<file path="config.mk">
export PLATFORM = sky130hd
export DESIGN_NAME = pass_scheduler
export DESIGN_NICKNAME = d
export VERILOG_FILES = /design/src/rtl/pass_scheduler.sv
export SDC_FILE = /design/constraint.sdc
export NUM_CORES = 1
export LEC_CHECK = 0
export BUFFER_PORTS_ARGS = -buffer_cell sky130_fd_sc_hd__buf_2
export CAP_MARGIN = 20
export CORE_MARGIN = 2
export CORE_UTILIZATION = 50
export CTS_CLUSTER_DIAMETER = 120
export DETAILED_ROUTE_END_ITERATION = 10
export PLACE_DENSITY_LB_ADDON = 0.15
export RECOVER_POWER = 100
export SYNTH_ARGS = -nofsm -noshare
export SYNTH_HDL_FRONTEND = slang
export SYNTH_SLANG_ARGS = --single-unit
export TNS_END_PERCENT = 20
</file>
<file path="constraint.sdc">
create_clock -name clock_i -period 7.74 [get_ports clock_i]
set_clock_uncertainty 0.1 [all_clocks]
set_input_delay 1.161 -clock clock_i [delete_from_list [all_inputs] [get_ports clock_i]]
set_output_delay 1.161 -clock clock_i [all_outputs]
set_load 0.005 [all_outputs]
</file>
<file path="src/rtl/pass_scheduler.sv">
// rtl/pass_scheduler.sv - loads the grid into the solver core and runs passes until the grid is stable
module pass_scheduler #(
    parameter int GRID_CELLS = 100,
    parameter int ADDR_W     = 7,
    parameter int REM_W      = 16,
    parameter int TOTAL_W    = 24,
    parameter int PASS_W     = 8,
    parameter int MAX_PASSES = 255,
    parameter int TIMEOUT    = 1023
) (
    input  logic               clock_i,
    input  logic               clear_n_i,
    input  logic               go_i,
    input  logic               load_valid_i,
    input  logic               load_data_i,
    output logic               load_ready_o,
    output logic               solver_clear_o,
    output logic               solver_start_o,
    output logic               solver_write_enable_o,
    output logic [ADDR_W-1:0]  solver_write_address_o,
    output logic               solver_write_data_o,
    input  logic               solver_done_i,
    input  logic [REM_W-1:0]   solver_removed_i,
    output logic               busy_o,
    output logic               done_o,
    output logic [TOTAL_W-1:0] grand_total_o,
    output logic [PASS_W-1:0]  pass_count_o,
    output logic               limit_hit_o,
    output logic               timeout_o
);
    localparam int WAIT_W = $clog2(TIMEOUT + 1);
    localparam int SUM_W  = TOTAL_W + 1;
    localparam logic [ADDR_W-1:0] LAST_ADDR = ADDR_W'(GRID_CELLS - 1);
    localparam logic [WAIT_W-1:0] WAIT_MAX  = WAIT_W'(TIMEOUT);
    localparam logic [PASS_W-1:0] PASS_MAX  = PASS_W'(MAX_PASSES);

    typedef enum logic [2:0] {
        S_IDLE, S_LOAD, S_CLEAR, S_START, S_WAIT, S_ACCUM, S_FINISH
    } state_t;

    state_t              state_q, state_d;
    logic [ADDR_W-1:0]   addr_q, addr_d;
    logic [WAIT_W-1:0]   wait_q, wait_d;
    logic [REM_W-1:0]    cap_q, cap_d;
    logic [TOTAL_W-1:0]  total_q, total_d;
    logic [PASS_W-1:0]   pass_q, pass_d;
    logic                limit_q, limit_d;
    logic                timeout_q, timeout_d;
    logic [SUM_W-1:0]    sum;
    logic [PASS_W-1:0]   pass_inc;

    always_ff @(posedge clock_i or negedge clear_n_i) begin
        if (!clear_n_i) begin
            state_q   <= S_IDLE;
            addr_q    <= '0;
            wait_q    <= '0;
            cap_q     <= '0;
            total_q   <= '0;
            pass_q    <= '0;
            limit_q   <= 1'b0;
            timeout_q <= 1'b0;
        end else begin
            state_q   <= state_d;
            addr_q    <= addr_d;
            wait_q    <= wait_d;
            cap_q     <= cap_d;
            total_q   <= total_d;
            pass_q    <= pass_d;
            limit_q   <= limit_d;
            timeout_q <= timeout_d;
        end
    end

    always_comb begin
        state_d   = state_q;
        addr_d    = addr_q;
        wait_d    = wait_q;
        cap_d     = cap_q;
        total_d   = total_q;
        pass_d    = pass_q;
        limit_d   = limit_q;
        timeout_d = timeout_q;
        sum       = {1'b0, total_q} + SUM_W'(cap_q);
        pass_inc  = (pass_q == '1) ? pass_q : pass_q + 1'b1;
        case (state_q)
            S_IDLE, S_FINISH: begin
                if (go_i) begin
                    addr_d    = '0;
                    total_d   = '0;
                    pass_d    = '0;
                    limit_d   = 1'b0;
                    timeout_d = 1'b0;
                    state_d   = S_LOAD;
                end
            end
            S_LOAD: begin
                if (load_valid_i) begin
                    addr_d = addr_q + 1'b1;
                    if (addr_q == LAST_ADDR) state_d = S_CLEAR;
                end
            end
            S_CLEAR: state_d = S_START;
            S_START: begin
                wait_d  = '0;
                state_d = S_WAIT;
            end
            S_WAIT: begin
                // done takes priority over an expiring timeout in the same cycle
                wait_d = wait_q + 1'b1;
                if (solver_done_i) begin
                    cap_d   = solver_removed_i;
                    state_d = S_ACCUM;
                end else if (wait_d == WAIT_MAX) begin
                    timeout_d = 1'b1;
                    state_d   = S_FINISH;
                end
            end
            S_ACCUM: begin
                total_d = sum[TOTAL_W] ? '1 : sum[TOTAL_W-1:0];
                pass_d  = pass_inc;
                if (cap_q == '0) begin
                    state_d = S_FINISH;
                end else if (pass_inc == PASS_MAX) begin
                    limit_d = 1'b1;
                    state_d = S_FINISH;
                end else begin
                    state_d = S_CLEAR;
                end
            end
            default: state_d = S_IDLE;
        endcase
    end

    assign load_ready_o           = (state_q == S_LOAD);
    assign solver_clear_o         = (state_q == S_IDLE) || (state_q == S_LOAD) ||
                                    (state_q == S_CLEAR) || (state_q == S_FINISH);
    assign solver_start_o         = (state_q == S_START);
    assign solver_write_enable_o  = load_valid_i & load_ready_o;
    assign solver_write_address_o = addr_q;
    assign solver_write_data_o    = load_data_i;
    assign busy_o                 = (state_q != S_IDLE) && (state_q != S_FINISH);
    assign done_o                 = (state_q == S_FINISH);
    assign grand_total_o          = total_q;
    assign pass_count_o           = pass_q;
    assign limit_hit_o            = limit_q;
    assign timeout_o              = timeout_q;
endmodule

</file>
* Word-level counts from Yosys, hierarchy flattened
Index checks and enable logic that the tools add are counted.
Storage, ports and cells: bits in registers 70, input port bits 22, output and inout port bits 48, logic and storage cells 75
Operators by class: $add $sub $neg 4, equality and inequality tests 19, multiplexer cells 25, bitwise operators 1, reductions and logical operators 18
Operators by type and width (number):
- 24-bit 2-to-1 mux | 2
- 24-bit one-hot mux with 2 select lines | 1
- 24-bit by 16-bit adder with 25-bit output | 1
- 3-bit 2-to-1 mux | 7
- 10-bit one-hot mux with 2 select lines | 1
- 3-bit one-hot mux with 6 select lines | 1
- 8-bit == test (second input constant) | 2
- 16-bit zero test | 1
- 8-bit 2-to-1 mux | 2
- 8-bit one-hot mux with 2 select lines | 1
- 7-bit 2-to-1 mux | 2
- 7-bit one-hot mux with 2 select lines | 1
- 2-bit inequality test (second input constant) | 6
- 4-bit AND reduction | 3
- 10-bit by 1-bit adder with 10-bit output (second input constant) | 1
- 10-bit == test (second input constant) | 1
- 3-bit == test (second input constant) | 3
- 8-bit by 1-bit adder with 8-bit output (second input constant) | 1
- 2-bit nonzero test | 4
- 7-bit by 1-bit adder with 7-bit output (second input constant) | 1
- 7-bit == test (second input constant) | 1
- 3-bit by 2-bit == test with 1-bit output (second input constant) | 2
- 3-bit inequality test (second input constant) | 2
- 1-bit 2-to-1 mux | 5
- 11 further kinds | 15

* Longest topological paths before layout
depth after elaboration 6, depth in mapped cells 10, depth with buffers taken out 9

* Worst setup path after synthesis
No wires, ideal clock.
kind input port to output port, from input load_valid_i, to output solver_write_enable_o, arrival time 1.340 ns, data required time 6.479 ns, slack 5.139 ns, cell stages on the path 1, buffers on the path 0, cell sequence and3_1
On the way: longest elaborated chain between the ends 1
RTL lines:
- start: declaration | RTL line 14 | input logic load_valid_i,
- 1-bit AND | RTL line 138 | assign solver_write_enable_o = load_valid_i & load_ready_o;
- end: declaration | RTL line 19 | output logic solver_write_enable_o,
Every way passes these cells.

==> out/qor.yml <==
crit_type: "input pin to asynchronous set/reset pin"
grt_max_degree: 71
cts_buffers: 9
clk_latency_ns: 0.34
drt-total-wl_mm: 10.12
cts_hold_buf: 0
dieWidth_um: 97.15
irDropWorstVdd_uv: 197.5
start_util_pct: 52.27
io_buffer_count: 67
cts_tree: "built"
startpoint_type: "input pin"
final_antenna_net_count: 0
nFillCells: 787
max_clock_freq_mhz: 221.9
hold_viol: 0
crit_start: "clear_n_i"
synth-main-ff-cell: "dfrtp_1"
cp_max_fo: 70
remaining_drc_errors: 0
die_h_um: 97.15
globalplace.congestion: 0.8384
synth_cell_types: 59
yosys_warnings: 0
netlist_instances: 488
clkTransAtPathRegs_ns: 0.07
cts_sinks: 70
clockRootBuffer: "clkbuf_8"
dp_hpwl_mm: 7.154
maxCapViolations: 2
rsz0062_at_grt: "false"
htreeDepth: 3
power_density_mw_per_mm2: 344.0
grtUsageTotal_pct: 21.89
firstDrtPassIters: 4
async_flop_share_pct: 100.0
grt_overflow: 0
drt_iter0_drc: 196
drive_gt1_share_pct: 11.88
crit_chain: "buf_2 > clkbuf_1"
pin_count: 70
crit_arrival_ns: 3.98
synth_area_sq_mm: 0.004338
maxSlewViolCount: 86
area_delta_synth_final_pct: 11.34
vias_per_cell: 5.833
ys_top_cells_by_area: "dfrtp_1 40%, a21oi_1 6.7%, ha_1 5.8%"
cts_resized: 0
hp-start: "wait_q[9]$_DFFE_PN0P_"
grt_pass1_wl_mm: 17.31
crit_slowest_cell: "clkbuf_1"
p_leak_nw: 2.229
antennaDiodeCount: 0
std_cell_rows: 33
worstPathRequired_ns: 7.21
setup_tns_ns: 0
yosysMostFrequentCell: "dfrtp_1"
post-cts-setup-buffers: 0
synth_edf_count: 0
timing.rr.start: "grand_total_o[0]$_DFFE_PN0P_"
hold_path_class: "flip-flop to flip-flop"
synth_seq_cells: 70
coreArea_sq_mm: 0.008299
ys_seq_area_share_pct: 40.38
setup_viol: 0
antenna_found_initial: 0
finalCritPeriodShare_pct: 58.23
fin_hold_ws_ns: 0.3778
path_buf_inv: 2
slew-limit-headroom_pct: -154.3
nets: 586
cp_top_family: "buffers and inverters"
via_count: 3803
grt_pass1_vias: 3671
synth_commonest_cells: "70 x dfrtp_1, 58 x a21oi_1, 46 x nand2_1, 40 x nor2_1, 22 x o21ai_0"
cts_buffer_depth: 2
violations: "max-capacitance violations, max-slew violations"
tightest_slew_ns: 3.815
slowest_delay_ns: 2.65
syn_nets: 531
period_minus_slack_ns: 4.507
synth.avg_cell_area_sq_um: 8.889
status: "finished with violations"
yosys.area.top_type_share_pct: 40.38
end_kind: "asynchronous set/reset pin"
die_area_sq_mm: 0.009437
wire_per_inst_um: 15.52
synth_top_cell_by_area: "dfrtp_1"
where the power goes:
group | switching (mW) | total, mW | internal, mW
Clock | 0.131 | 0.282 | 0.150
Combinational | 0.437 | 0.758 | 0.321
Sequential | 0.140 | 0.621 | 0.482
Total | 0.708 | 1.66 | 0.953
layer usage:
| metal | vias up | wire length (um) | global-route usage, % |
|---|---|---|---|
| met3 | 14 | 496 | 4.245 |
| met5 | - | 0 | 0 |
| met1 | 1818 | 4966 | 30.53 |
| met2 | 91 | 4518 | 34.46 |
| li1 | 1880 | - | - |
| met4 | 0 | 136 | 7.042 |
cell families (layout without fill, tap and decap cells):
family / Yosys count / in the layout / share of synthesized area, %
AND/OR/NAND/NOR: 171 / 171 / 19.64
multiplexers: 19 / 19 / 4.874
AO/OA/AOI/OAI: 143 / 143 / 19.90
adder cells (fa/ha/maj): 21 / 21 / 6.230
flip-flops: 70 / 70 / 40.38
buffers and inverters: 43 / 102 / 4.730
XOR/XNOR: 21 / 21 / 4.240
placed cells by master, fill, tap and decap left out, drive strengths merged, types with 3 or more instances in the layout:
cell	netlist	layout
ha	20	20
nor4	6	6
a21oi	58	58
buf	8	46
o21a	3	3
mux2	17	17
nor3	12	12
o21ai	36	36
xnor2	8	8
and3	11	11
nor2	40	40
nand4	9	9
a221oi	4	4
nand3	18	18
clkbuf	18	39
a211oi	6	6
and4	4	4
dfrtp	70	70
a311oi	4	4
nor2b	3	3
a31oi	8	8
a21o	6	6
o21bai	3	3
nand2	47	47
and2	5	5
xor2	13	13
inv	17	16
stage by stage:
step	worst slack, ns	util, %	instance area, sq um	instances	power, mW
2_1_floorplan	5.139	-	4338	488	1.165
3_3_place_gp	4.258	56.46	4686	637	1.371
3_5_place_dp	4.127	56.46	4686	637	1.397
4_1_cts	4.116	58.71	4872	652	1.684
5_1_grt	2.440	58.19	4830	652	1.807
6_report	3.233	58.19	4830	652	1.661
sequential cells by signal, indices dropped and copies added, names as in the netlist:
name                    cells
timeout_o                   1
wait_q                     10
pass_count_o                8
state_q                     3
limit_hit_o                 1
solver_write_address_o      7
cap_q                      16
grand_total_o              24
cell type report:
class                   instances  area [sq um]  share of cell area, %
inverters                      17         63.81                  1.321
clock buffers                  15         186.4                  3.860
multi-input cells             375          2372                  49.12
repair buffers                 70         324.1                  6.710
flip-flops and latches         70          1752                  36.27
well taps                     105         131.4                  2.720
final timing paths:
check,slack (ns),cells after the start,endpoint
hold / removal,0.38,1,wait_q[9]$_DFFE_PN0P_
setup reg to reg,3.77,9,grand_total_o[18]$_DFFE_PN0P_
setup / recovery,3.23,2,cap_q[11]$_DFFE_PN0P_
max in group clock_i,3.77,9,grand_total_o[18]$_DFFE_PN0P_
min in group asynchronous,2.12,2,grand_total_o[18]$_DFFE_PN0P_
hold reg to reg,0.38,1,wait_q[9]$_DFFE_PN0P_
No activity file was read; power rests on OpenSTA's default activity.
